$ cat config.mk
export PLATFORM = sky130hd
export DESIGN_NAME = y86_fetch_unit
export DESIGN_NICKNAME = d
export VERILOG_FILES = /design/src/rtl/y86_pkg.sv /design/src/rtl/y86_ins_len.sv /design/src/rtl/y86_fetch_unit.sv
export SDC_FILE = /design/constraint.sdc
export NUM_CORES = 1
export LEC_CHECK = 0
export CORE_MARGIN = 2
export CORE_UTILIZATION = 48
export CTS_CLUSTER_DIAMETER = 50
export DETAILED_ROUTE_END_ITERATION = 16
export PLACE_DENSITY_LB_ADDON = 0.12
export SLEW_MARGIN = 5
export SYNTH_ARGS = -nofsm -noshare
export SYNTH_HDL_FRONTEND = slang
export SYNTH_SLANG_ARGS = --single-unit
$ cat constraint.sdc
create_clock -name clk -period 5.5 [get_ports clk]
set_clock_uncertainty 0.15 [all_clocks]
set_input_delay 1.65 -clock clk [delete_from_list [all_inputs] [get_ports clk]]
set_output_delay 1.65 -clock clk [all_outputs]
set_load 0.01 [all_outputs]
$ cat src/rtl/y86_pkg.sv
// Shared Y86-64 definitions: icode values, the fetch FSM state type and the
// "no register" encoding, plus a byte-insert helper for valC assembly.
package y86_pkg;

    localparam logic [3:0] I_HALT   = 4'h0;
    localparam logic [3:0] I_NOP    = 4'h1;
    localparam logic [3:0] I_RRMOVQ = 4'h2;
    localparam logic [3:0] I_IRMOVQ = 4'h3;
    localparam logic [3:0] I_RMMOVQ = 4'h4;
    localparam logic [3:0] I_MRMOVQ = 4'h5;
    localparam logic [3:0] I_OPQ    = 4'h6;
    localparam logic [3:0] I_JXX    = 4'h7;
    localparam logic [3:0] I_CALL   = 4'h8;
    localparam logic [3:0] I_RET    = 4'h9;
    localparam logic [3:0] I_PUSHQ  = 4'hA;
    localparam logic [3:0] I_POPQ   = 4'hB;

    localparam logic [3:0] F_NONE   = 4'hF;

    typedef enum logic [2:0] {
        S_IDLE   = 3'd0,
        S_BYTE0  = 3'd1,
        S_REGS   = 3'd2,
        S_VALC   = 3'd3,
        S_DONE   = 3'd4,
        S_HALTED = 3'd5
    } fetch_state_t;

    // valC is little-endian: constant byte k lands in bits [8k+7:8k].
    function automatic logic [63:0] put_byte(input logic [63:0] word,
                                             input logic [2:0]  k,
                                             input logic [7:0]  b);
        logic [63:0] r;
        r = word;
        r[{k, 3'b000} +: 8] = b;
        return r;
    endfunction

endpackage

$ cat src/rtl/y86_ins_len.sv
// Combinational Y86-64 format decoder: length, regid/valC presence and
// ifun legality for an icode/ifun pair. Unknown icodes report ifun_valid=0.
module y86_ins_len
    import y86_pkg::*;
(
    input  logic [3:0] icode,
    input  logic [3:0] ifun,
    output logic [3:0] len,
    output logic       need_regids,
    output logic       need_valc,
    output logic       ifun_valid
);

    always_comb begin
        len         = 4'd1;
        need_regids = 1'b0;
        need_valc   = 1'b0;
        ifun_valid  = (ifun == 4'd0);
        case (icode)
            I_HALT, I_NOP, I_RET: begin
            end
            I_RRMOVQ: begin
                len         = 4'd2;
                need_regids = 1'b1;
                ifun_valid  = (ifun <= 4'd6);
            end
            I_OPQ: begin
                len         = 4'd2;
                need_regids = 1'b1;
                ifun_valid  = (ifun <= 4'd3);
            end
            I_PUSHQ, I_POPQ: begin
                len         = 4'd2;
                need_regids = 1'b1;
            end
            I_JXX: begin
                len        = 4'd9;
                need_valc  = 1'b1;
                ifun_valid = (ifun <= 4'd6);
            end
            I_CALL: begin
                len       = 4'd9;
                need_valc = 1'b1;
            end
            I_IRMOVQ, I_RMMOVQ, I_MRMOVQ: begin
                len         = 4'd10;
                need_regids = 1'b1;
                need_valc   = 1'b1;
            end
            default: begin
                ifun_valid = 1'b0;
            end
        endcase
    end

endmodule

$ cat src/rtl/y86_fetch_unit.sv
// Sequential Y86-64 fetch stage: byte-serial instruction read, field split,
// valid/ready hand-off. Optional counters under `Y86_FETCH_PERF_EN`.
//
// Handshake: the parsed instruction is transferred on a cycle where
// ins_valid && ins_ready; while ins_valid is high and ins_ready is low every
// output holds its value, and ins_valid never drops without a transfer.
module y86_fetch_unit
    import y86_pkg::*;
#(
    parameter int ADDR_W = 64
) (
    input  logic              clk,
    input  logic              rst,
    input  logic              pc_load,
    input  logic [ADDR_W-1:0] pc_new,
    output logic              mem_req,
    output logic [ADDR_W-1:0] mem_addr,
    input  logic              mem_rvalid,
    input  logic [7:0]        mem_rdata,
    input  logic              mem_err,
    output logic              ins_valid,
    input  logic              ins_ready,
    output logic [3:0]        Ins_Code,
    output logic [3:0]        Ins_fun,
    output logic [3:0]        rA,
    output logic [3:0]        rB,
    output logic [63:0]       val_C,
    output logic [ADDR_W-1:0] val_P,
    output logic              need_regids,
    output logic              need_Val_C,
    output logic              instruction_invalid_check,
    output logic              mem_invalid_check,
    output logic              halt,
`ifdef Y86_FETCH_PERF_EN
    output logic [31:0]       perf_ins_count,
    output logic [31:0]       perf_stall_cycles,
`endif
    output logic [2:0]        dbg_state
);

    fetch_state_t      state_q, state_d;
    logic              issue_q, issue_d;
    logic [ADDR_W-1:0] addr_q, addr_d;
    logic [ADDR_W-1:0] pc_q, pc_d;
    logic [ADDR_W-1:0] val_p_q, val_p_d;
    logic [2:0]        byte_cnt_q, byte_cnt_d;
    logic [3:0]        icode_q, icode_d, ifun_q, ifun_d;
    logic [3:0]        ra_q, ra_d, rb_q, rb_d;
    logic [63:0]       val_c_q, val_c_d;
    logic              need_regids_q, need_regids_d;
    logic              need_valc_q, need_valc_d;
    logic              ins_inv_q, ins_inv_d;
    logic              mem_inv_q, mem_inv_d;
    logic              halt_q, halt_d;
    logic              ins_valid_q, ins_valid_d;

    logic              in_fetch, rsp, more;
    logic [3:0]        dec_len;
    logic              dec_nr, dec_nv, dec_ok;

    y86_ins_len u_ins_len (
        .icode       (mem_rdata[7:4]),
        .ifun        (mem_rdata[3:0]),
        .len         (dec_len),
        .need_regids (dec_nr),
        .need_valc   (dec_nv),
        .ifun_valid  (dec_ok)
    );

    // A response can only belong to a request already on the bus, so a strobe
    // in the issue cycle itself (or outside a fetch) is stale and dropped.
    assign in_fetch = (state_q == S_BYTE0) || (state_q == S_REGS) || (state_q == S_VALC);
    assign rsp      = mem_rvalid && !issue_q && in_fetch;

    always_comb begin
        state_d       = state_q;
        issue_d       = issue_q;
        addr_d        = addr_q;
        pc_d          = pc_q;
        val_p_d       = val_p_q;
        byte_cnt_d    = byte_cnt_q;
        icode_d       = icode_q;
        ifun_d        = ifun_q;
        ra_d          = ra_q;
        rb_d          = rb_q;
        val_c_d       = val_c_q;
        need_regids_d = need_regids_q;
        need_valc_d   = need_valc_q;
        ins_inv_d     = ins_inv_q;
        mem_inv_d     = mem_inv_q;
        halt_d        = halt_q;
        ins_valid_d   = ins_valid_q;
        more          = 1'b0;

        case (state_q)
            S_IDLE: begin
                if (pc_load) begin
                    state_d       = S_BYTE0;
                    issue_d       = 1'b1;
                    addr_d        = pc_new;
                    pc_d          = pc_new;
                    val_p_d       = '0;
                    byte_cnt_d    = 3'd0;
                    icode_d       = 4'h0;
                    ifun_d        = 4'h0;
                    ra_d          = F_NONE;
                    rb_d          = F_NONE;
                    val_c_d       = 64'd0;
                    need_regids_d = 1'b0;
                    need_valc_d   = 1'b0;
                    ins_inv_d     = 1'b0;
                    mem_inv_d     = 1'b0;
                    halt_d        = 1'b0;
                end
            end
            S_BYTE0, S_REGS, S_VALC: begin
                issue_d = 1'b0;
                if (rsp && mem_err) begin
                    state_d       = S_DONE;
                    ins_valid_d   = 1'b1;
                    icode_d       = 4'h0;
                    ifun_d        = 4'h0;
                    ra_d          = 4'h0;
                    rb_d          = 4'h0;
                    val_c_d       = 64'd0;
                    val_p_d       = '0;
                    need_regids_d = 1'b0;
                    need_valc_d   = 1'b0;
                    ins_inv_d     = 1'b0;
                    mem_inv_d     = 1'b1;
                    halt_d        = 1'b1;
                end else if (rsp) begin
                    addr_d = addr_q + ADDR_W'(1);
                    case (state_q)
                        S_BYTE0: begin
                            icode_d = mem_rdata[7:4];
                            ifun_d  = mem_rdata[3:0];
                            if (!dec_ok) begin
                                state_d     = S_DONE;
                                ins_valid_d = 1'b1;
                                ins_inv_d   = 1'b1;
                                halt_d      = 1'b1;
                                val_p_d     = pc_q + ADDR_W'(1);
                            end else begin
                                need_regids_d = dec_nr;
                                need_valc_d   = dec_nv;
                                val_p_d       = pc_q + ADDR_W'(dec_len);
                                halt_d        = (mem_rdata[7:4] == I_HALT);
                                more          = dec_nr || dec_nv;
                                if (dec_nr) begin
                                    state_d = S_REGS;
                                end else if (dec_nv) begin
                                    state_d = S_VALC;
                                end else begin
                                    state_d     = S_DONE;
                                    ins_valid_d = 1'b1;
                                end
                            end
                        end
                        S_REGS: begin
                            ra_d = mem_rdata[7:4];
                            rb_d = mem_rdata[3:0];
                            more = need_valc_q;
                            if (need_valc_q) begin
                                state_d = S_VALC;
                            end else begin
                                state_d     = S_DONE;
                                ins_valid_d = 1'b1;
                            end
                        end
                        default: begin
                            val_c_d    = put_byte(val_c_q, byte_cnt_q, mem_rdata);
                            byte_cnt_d = byte_cnt_q + 3'd1;
                            more       = (byte_cnt_q != 3'd7);
                            if (byte_cnt_q == 3'd7) begin
                                state_d     = S_DONE;
                                ins_valid_d = 1'b1;
                            end
                        end
                    endcase
                end
            end
            S_DONE: begin
                if (ins_ready) begin
                    ins_valid_d = 1'b0;
                    state_d     = halt_q ? S_HALTED : S_IDLE;
                end
            end
            S_HALTED: begin
            end
            default: begin
                state_d = S_IDLE;
            end
        endcase
    end

    always_ff @(posedge clk) begin
        if (rst) begin
            state_q       <= S_IDLE;
            issue_q       <= 1'b0;
            addr_q        <= '0;
            pc_q          <= '0;
            val_p_q       <= '0;
            byte_cnt_q    <= 3'd0;
            icode_q       <= 4'h0;
            ifun_q        <= 4'h0;
            ra_q          <= F_NONE;
            rb_q          <= F_NONE;
            val_c_q       <= 64'd0;
            need_regids_q <= 1'b0;
            need_valc_q   <= 1'b0;
            ins_inv_q     <= 1'b0;
            mem_inv_q     <= 1'b0;
            halt_q        <= 1'b0;
            ins_valid_q   <= 1'b0;
        end else begin
            state_q       <= state_d;
            issue_q       <= issue_d;
            addr_q        <= addr_d;
            pc_q          <= pc_d;
            val_p_q       <= val_p_d;
            byte_cnt_q    <= byte_cnt_d;
            icode_q       <= icode_d;
            ifun_q        <= ifun_d;
            ra_q          <= ra_d;
            rb_q          <= rb_d;
            val_c_q       <= val_c_d;
            need_regids_q <= need_regids_d;
            need_valc_q   <= need_valc_d;
            ins_inv_q     <= ins_inv_d;
            mem_inv_q     <= mem_inv_d;
            halt_q        <= halt_d;
            ins_valid_q   <= ins_valid_d;
        end
    end

    // The follow-on request overlaps the response that makes it necessary,
    // which is what lets a 1-cycle memory stream one byte per cycle.
    assign mem_req  = issue_q || (rsp && !mem_err && more);
    assign mem_addr = !mem_req ? '0 : (issue_q ? addr_q : addr_q + ADDR_W'(1));

    assign ins_valid                 = ins_valid_q;
    assign Ins_Code                  = icode_q;
    assign Ins_fun                   = ifun_q;
    assign rA                        = ra_q;
    assign rB                        = rb_q;
    assign val_C                     = val_c_q;
    assign val_P                     = val_p_q;
    assign need_regids               = need_regids_q;
    assign need_Val_C                = need_valc_q;
    assign instruction_invalid_check = ins_inv_q;
    assign mem_invalid_check         = mem_inv_q;
    assign halt                      = halt_q;
    assign dbg_state                 = state_q;

`ifdef Y86_FETCH_PERF_EN
    logic [31:0] perf_ins_q, perf_ins_d, perf_stall_q, perf_stall_d;

    always_comb begin
        perf_ins_d   = perf_ins_q;
        perf_stall_d = perf_stall_q;
        if (ins_valid_q && ins_ready && (perf_ins_q != 32'hFFFF_FFFF)) begin
            perf_ins_d = perf_ins_q + 32'd1;
        end
        if (ins_valid_q && !ins_ready && (perf_stall_q != 32'hFFFF_FFFF)) begin
            perf_stall_d = perf_stall_q + 32'd1;
        end
    end

    always_ff @(posedge clk) begin
        if (rst) begin
            perf_ins_q   <= 32'd0;
            perf_stall_q <= 32'd0;
        end else begin
            perf_ins_q   <= perf_ins_d;
            perf_stall_q <= perf_stall_d;
        end
    end

    assign perf_ins_count    = perf_ins_q;
    assign perf_stall_cycles = perf_stall_q;
`endif

endmodule

### Word level (Yosys, flattened, before mapping)

Cells that the tools add are included.

* add/subtract/negate cells: 5
* magnitude comparators: 2
* equal/unequal tests: 34
* shift-type cells: 2
* mux-type cells: 96
* bitwise operators: 1
* reductions and logical operators: 37

Operators by type and width (number)
* $mux 64: 13
* $pmux 64 s2: 3
* $add 64x1->64 const B: 2
* $add 64x4->64: 1
* $bwmux 64: 1
* $shift 8x8->64 const A: 1
* $shiftx 8x8->64: 1
* $mux 4: 14
* $mux 3: 14
* $mux 1: 33
* $pmux 4 s2: 4
* $ne 3x3->1 const B: 7
* $reduce_and 5->1: 4
* $pmux 1 s2: 9
* $eq 4x3->1 const B: 4
* $eq 4x4->1 const B: 4
* $reduce_and 4->1: 4
* $ne 5x5->1 const B: 3
* $ne 2x2->1 const B: 6
* $pmux 3 s2: 2
* $pmux 3 s4: 1
* $pmux 4 s3: 1
* $eq 3x3->1 const B: 3
* $reduce_or 9->1: 1
* other kinds (25): 41

* register bits: 285
* output and inout port bits: 218

### Depth between registers and ports, before layout

Gate-level depths: netlist of run 1.

* word-level depth: 12
* depth in mapped cells: 16
* depth with buffers taken out: 14

### Hierarchy

Synthesis of run 1 repeated with hierarchy kept, for this count alone.

* cell total of the unflattened synthesis: 2021
* area total of the unflattened synthesis: 15093.2 um2

By module, submodules not included
* y86_fetch_unit: times used 1, cells an instance 2001, area an instance 14969.4 um2
* y86_ins_len: times used 1, cells an instance 20, area an instance 123.9 um2

### Worst setup path before layout of run 1

OpenSTA, ideal clock, no wires.

* path kind: input to output
* start: input mem_rdata[5]
* end: output mem_addr[46]
* arrival time: 3.668 ns
* setup slack: 0.032 ns
* stages on the path: 9
* buffers on the path: 3
* cells stage by stage: buf_2 > or2_1 > a2111oi_2 > o22ai_2 > o31ai_4 > buf_6 > buf_6 > nand2_1 > a31oi_1

* word-level cells in the longest chain between the ends: 12
* elaborated cells between the ends (all ways): 28
* classes of those cells: 11 x eq/ne; 9 x mux; 8 x reduce/logical

RTL lines
* start: declaration: line y86_fetch_unit.sv:19 `input logic [7:0] mem_rdata,`
* branches (longest 4 deep; another with $reduce_or 9->1)
* $mux 1 (*): line y86_fetch_unit.sv:138 `if (!dec_ok) begin`
* $pmux 1 s2 (*): line y86_fetch_unit.sv:134 `case (state_q)`
* $mux 1 (*): line y86_fetch_unit.sv:132 `end else if (rsp) begin`
* $mux 1 (*): line y86_fetch_unit.sv:118 `if (rsp && mem_err) begin`
* $mux 1 (*): line y86_fetch_unit.sv:95 `case (state_q)`
* $logic_and 1x1->1 (*): line y86_fetch_unit.sv:239 `assign mem_req = issue_q || (rsp && !mem_err && more);`
* $logic_or 1x1->1 (*): line y86_fetch_unit.sv:239
* $mux 64 (*): line y86_fetch_unit.sv:240 `assign mem_addr = !mem_req ? '0 : (issue_q ? addr_q : addr_q + ADDR_W'(1));`
* end: declaration: line y86_fetch_unit.sv:17 `output logic [ADDR_W-1:0] mem_addr,`

Every way passes the cells marked *.

### Final worst setup path of run 1

* start: input mem_rdata[7]
* end: output mem_addr[44]

The elaborated chain is that of the path after synthesis.

==> flow_summary.ini, run 1 <==
[status]
outcome = finished, violations left
violations = negative setup slack

[clocking]
cts_made_buffers = 37
cts_max_path_buffers = 3
cts_sinks = 285
clock_tree.root_cell = clkbuf_16
insertion_delay_ps = 530
clk_transition_reported_paths_ps = 50
htreeDepth = 2
cts_tree = done

[setup_path]
worst-path-max-fanout = 8
crit_type = input port to output port
startpoint = mem_rdata[7]
worst_r2r_startpoint = addr_q[0]
critPathArrivalTime_ps = 3810
endpoint = mem_addr[44]
reg2reg_depth = 9
critPathLaunchType = input port
endpoint_kind = output port
required_ps = 3700
reg2reg_setup_slack_ps = 2410
r2r-end = addr_q[52]

[placement]
place.gp.congestion = 0.912
preCtsSetupSlack_ps = -988
port_buffers = 295
place_hpwl_um = 36300

[grt]
gr-usage-met1_pct = 42.6
grt_first_pass_wirelength_um = 84500
grt_pass1_vias = 15440
use_met3_pct = 6.43
grt_max_degree = 117
gr-total-overflow = 0
busiest_layer = met2
grt_use_total_pct = 31.9
gr-usage-met2_pct = 51.2
antenna_found_initial = 4

[detailed_routing]
drt_wl_total_um = 54000
vias = 16483
drtIter0Drc = 1767
final_antenna_net_count = 0
dr.pass1.iters = 6
wire_per_inst_um = 19.7
drc = 0
vias_per_cell = 6.02

[yosys]
synth-edff-count = 0
ys_warn_count = 0
synth_nets = 2105
synth_seq_area_share_pct = 37.9
synthCells = 2018
synth_area_per_cell_sq_um = 7.45
synth.area.mux_share_pct = 0.932
async_flop_share_pct = 0
ys.flop_type = dfxtp_1
synth_compound_area_share_pct = 23.7
synth-seq-cells = 285
synth_top_family_by_area = simple AND/OR/NAND/NOR gates
syn_area_sq_mm = 0.0150
synthXorXnorAreaFrac_pct = 3.90
synthAdderAreaFrac_pct = 0.799
synth-simple-area-share_pct = 27.3
netlist-cell-type-count = 80

[power_and_ir_drop]
p_per_area_mw_per_mm2 = 372
leakage_uw = 0.00734
max-vdd-ir-drop_mv = 0.279

[timing]
fmax_ghz = 0.178
hold_violations = 0
worst_pin_slew_ps = 1150
setup_viol = 14
rsz0062_at_grt = true
layout_setup_ws_ps = -114
drv_slew = 0
min_period_ps = 5610
slew_headroom_pct = 23.0
fin_crit_sh_pct = 102

[cells_and_area]
antennaDiodeCount = 0
fillers = 2696
post-route-util_pct = 66.3
fin_nets = 2402
layout-drive-gt1-share_pct = 13.7
seq_area_sq_mm = 0.00571
synthToLayoutAreaGrowth_pct = 35.6
multi_input_area_sq_mm = 0.00883

[floorplanning]
dieWidth_um = 181
floorplan.io_pins = 296
initial_utilization_pct = 48.9
die_area_sq_mm = 0.0328
die_h_um = 181
core_area_sq_mm = 0.0307
num_rows = 64

[worst_hold_path]
hold_depth = 2
hp-class = register to register

[run]
maxCapViolations = 0
Yosys cell counts, drive strengths merged, types with 41 or more instances:
| cell | n | area, sq um |
|---|---|---|
| nand2 | 340 | 1280 |
| dfxtp | 285 | 5710 |
| nor2 | 203 | 762 |
| a21oi | 165 | 826 |
| clkbuf | 130 | 489 |
| o21ai | 114 | 571 |
| a22oi | 93 | 698 |
| nand3 | 77 | 390 |
| a31oi | 63 | 400 |
| nor3 | 60 | 310 |
| xnor2 | 53 | 464 |
| nand4 | 47 | 300 |
| inv | 41 | 154 |
power breakdown:
group | internal (uW) | switching (uW)
clock network | 1620 | 974
registers | 2320 | 370
logic | 847 | 1450
total | 4790 | 2800
area by class of cell:
type / instances / share of cell area, %
clock inverter: 18 / 1.24
multi-input combinational: 1531 / 43.3
clock buffer: 48 / 5.25
timing repair buffer: 419 / 19.1
inverter: 41 / 0.755
tap: 396 / 2.43
sequential: 285 / 28.0
worst min path at each step:
stage	startpoint	end	slack (ps)
2_1_floorplan	pc_q[0]	pc_q[0]	290
3_3_place_gp	val_P[24]	val_P[24]	280
3_5_place_dp	val_P[62]	val_P[62]	290
4_1_cts	val_P[62]	val_P[62]	300
5_1_grt	val_P[62]	val_P[62]	310
6_report	val_P[58]	val_P[58]	290
critical path, cell delays in order:
cell,delay [ps]
buf_8,100
or2_4,250
a2111oi_4,350
o22ai_4,160
o31ai_4,260
buf_6,140
buf_12,120
buf_12,130
buf_12,120
buf_4,110
nand2_4,50
a31oi_4,230
buf_6,130
through the flow:
stage / std cells / area, sq um / total power, uW / hold slack [ps] / TNS, ps
6_report: 2738 / 20400 / 7590 / 293 / -640
5_1_grt: 2738 / 20400 / 7960 / 311 / -2110
4_1_cts: 2737 / 20400 / 7570 / 296 / -533
3_5_place_dp: 2643 / 18700 / 4980 / 288 / -62330
3_3_place_gp: 2643 / 18700 / 4940 / 283 / -57700
2_1_floorplan: 2018 / 15000 / 4060 / 291 / 0
state kept, by name (all words and copies together) (netlist names):
| register | cells |
|---|---|
| need_Val_C | 1 |
| issue_q | 1 |
| ins_valid | 1 |
| pc_q | 64 |
| Ins_Code | 4 |
| mem_invalid_check | 1 |
| Ins_fun | 4 |
| rB | 4 |
| val_C | 64 |
| byte_cnt_q | 3 |
| instruction_invalid_check | 1 |
| rA | 4 |
| dbg_state | 3 |
| halt | 1 |
| addr_q | 64 |
| val_P | 64 |
| need_regids | 1 |
cells by family (layout without fill, tap and decap cells):
logic type,count (synthesis),count (layout)
AO/OA/AOI/OAI,562,562
XOR/XNOR,67,67
adder cells (fa/ha/maj),9,9
buffers and inverters,202,526
flip-flops,285,285
multiplexers,14,14
AND/OR/NAND/NOR,879,879
routing by layer:
metal | wire, um | part of all wire, % | vias up
li1 | - | - | 7799
met3 | 4740 | 8.8 | 138
met2 | 24600 | 46 | 751
met1 | 22800 | 42 | 7789
met4 | 1770 | 3.3 | 6
met5 | 37 | 0.069 | -
layout by cell type (no fill, tap or decap), types with 7 or more instances in the layout:
cell | netlist | routed
a21oi_1 | 165 | 159
a22o_1 | 9 | 9
nand4_1 | 46 | 46
buf_4 | 0 | 102
nand2_1 | 340 | 333
o21ai_0 | 100 | 94
mux2i_1 | 14 | 14
inv_1 | 40 | 40
buf_6 | 4 | 14
xor2_1 | 14 | 13
o21bai_1 | 10 | 7
buf_2 | 18 | 39
dlygate4sd2_1 | 0 | 14
and4_1 | 13 | 13
nor3_1 | 58 | 54
buf_12 | 0 | 8
dfxtp_1 | 285 | 285
o21ai_1 | 14 | 17
o31ai_1 | 21 | 21
a22oi_1 | 93 | 93
nand2b_1 | 13 | 12
nand3_1 | 76 | 75
clkbuf_16 | 0 | 39
a31oi_2 | 1 | 7
clkbuf_2 | 1 | 9
a21boi_0 | 9 | 9
a31oi_1 | 62 | 52
nor2_1 | 203 | 200
ha_1 | 8 | 8
and3_1 | 34 | 34
or3_1 | 14 | 14
nor4_1 | 29 | 29
xnor2_1 | 53 | 53
clkdlybuf4s50_1 | 0 | 220
a21o_1 | 24 | 24
and2_1 | 13 | 13
timing repair:
| action | 4_1_cts | 5_1_grt |
|---|---|---|
| pin swaps | 29 | 11 |
| hold buffers | 0 | 0 |
| buffers inserted | 20 | 4 |
| endpoints found under the hold margin | 0 | 0 |
| endpoints found under the setup margin | 65 | 54 |
| resized for setup | 281 | 41 |
| cloned | 8 | 0 |
No activity file was read; power rests on OpenSTA's default activity.
==> run 2: changes to the inputs <==
--- a/config.mk
+++ b/config.mk
@@ -10,7 +10,6 @@
 export CTS_CLUSTER_DIAMETER = 50
 export DETAILED_ROUTE_END_ITERATION = 16
 export PLACE_DENSITY_LB_ADDON = 0.12
-export SLEW_MARGIN = 5
 export SYNTH_ARGS = -nofsm -noshare
 export SYNTH_HDL_FRONTEND = slang
 export SYNTH_SLANG_ARGS = --single-unit
==> results of run 2 <==
No change in the layout: final DEF, timing and power equal those of run 1.
==> variant: new RTL, settings of run 1 <==
Build with the macro `Y86_FETCH_PERF_EN` defined.
--- a/src/rtl/y86_fetch_unit.sv
+++ b/src/rtl/y86_fetch_unit.sv
@@ -5,4 +5,6 @@
 // ins_valid && ins_ready; while ins_valid is high and ins_ready is low every
 // output holds its value, and ins_valid never drops without a transfer.
+`define Y86_FETCH_PERF_EN
+
 module y86_fetch_unit
     import y86_pkg::*;
New outputs: perf_ins_count and perf_stall_cycles. Function: not settled (the Yosys comparison gave no result); the edit may change what the design does.
==> variant against run 1 <==
The flow still finishes with violations (negative setup slack). Hold slack gained 0.0043 ns. Worst setup slack gained 0.10 ns. Sequential cell count grew 64. First-iteration DRC count shrank 14%. Wire length grew 30%. Total power shrank 5.0%. Cell area grew 19%. Area after synthesis grew 21%.
==> variant: results (changes against run 1) <==
[status]
outcome=complete, but fails checks
failed_checks=negative setup slack

[layout]
seq-cell-share_pct=28.75  ; +0.78 points
post_layout_nonfiller_instances=3298  ; +20%
nMultiInputCombCells=1838  ; +20%
n_fill_cell=3341  ; +24%
antenna-diode-count=4  ; +4
syn_to_final_growth_pct=33.36
buffers=473  ; +13%
final-clk-cell-share_pct=6.112  ; -0.37 points
area_share_nonclk_buffers_pct=18.36  ; -0.70 points

[global_routing]
vias_in_the_first_global_route=18640  ; +21%
grt_usage_pct=34.59  ; +2.7 points
grt_antenna_before_repair=6  ; +2

[power]
power.density_cell_area_nw_per_um2=296.8  ; -20%
p_comb_mw=1.34  ; -42%
switchingPower_mw=2.214  ; -21%

[sta]
worst-slew-pin-transition_ns=1.190  ; +0.03494 ns
timing.setup.tns_ns=-0.02861  ; +0.6114 ns
timing.final.ws_setup_ns=-0.009242  ; +0.1048 ns
layout_worst_path_cycle_share_pct=100.2  ; -1.9 points
setup_viol=4  ; -10

[synth]
syn_area_um2=18220  ; +21%
synth_seq_cells=349  ; +22%
yosysUniqueCellTypes=83  ; +3.8%

[clocking]
clock_insertion_delay_worst_skew_ns=0.57  ; +0.04 ns
cts_repair_resize_count=296  ; +5.3%

[critical_path]
worstPathArrival_ns=3.71  ; -0.10 ns
rr_startpoint=dbg_state[1]$_SDFFE_PP0P_

variant: how the worst min path moves through the flow:
stage | startpoint | to | slack (ns) | cells after the start
CTS | val_P[48]$_SDFFE_PP0P_ | val_P[48]$_SDFFE_PP0P_ | 0.30 | 2
finish | val_P[48]$_SDFFE_PP0P_ | val_P[48]$_SDFFE_PP0P_ | 0.30 | 2
detailed placement | val_P[48]$_SDFFE_PP0P_ | val_P[48]$_SDFFE_PP0P_ | 0.29 | 2
global route | Ins_Code[0]$_SDFFE_PP0P_ | Ins_Code[0]$_SDFFE_PP0P_ | 0.32 | 2
floorplan | pc_q[0]$_SDFFE_PP0P_ | pc_q[0]$_SDFFE_PP0P_ | 0.29 | 2
global placement | val_P[32]$_SDFFE_PP0P_ | val_P[32]$_SDFFE_PP0P_ | 0.29 | 2
variant: metal layers:
| layer | share of wire [%] | global-route usage, % |
|---|---|---|
| met3 | 8.9 | 8.732 |
| met4 | 6.2 | 19.46 |
| met1 | 39 | 42.25 |
| met5 | 0.038 | 0 |
| met2 | 46 | 55.57 |
variant: cell families after synthesis:
logic type,after synthesis,share of synthesized area (%)
buffers and inverters,225,4.999
AOI/OAI and AO/OA,586,19.70
and+or+nand+nor,1114,29.94
muxes,6,0.3365
DFF,349,38.35
adders and majority gates,14,1.003
xor gates and xnor gates,118,5.672
variant: critical path, stage by stage:
cell	delay [ns]
sky130_fd_sc_hd__buf_6	0.10
sky130_fd_sc_hd__or4_4	0.53
sky130_fd_sc_hd__a21oi_4	0.14
sky130_fd_sc_hd__o31a_1	0.15
sky130_fd_sc_hd__buf_6	0.13
sky130_fd_sc_hd__a31oi_4	0.12
sky130_fd_sc_hd__bufbuf_16	0.29
sky130_fd_sc_hd__or3_4	0.36
sky130_fd_sc_hd__o21ai_2	0.08
sky130_fd_sc_hd__buf_2	0.16
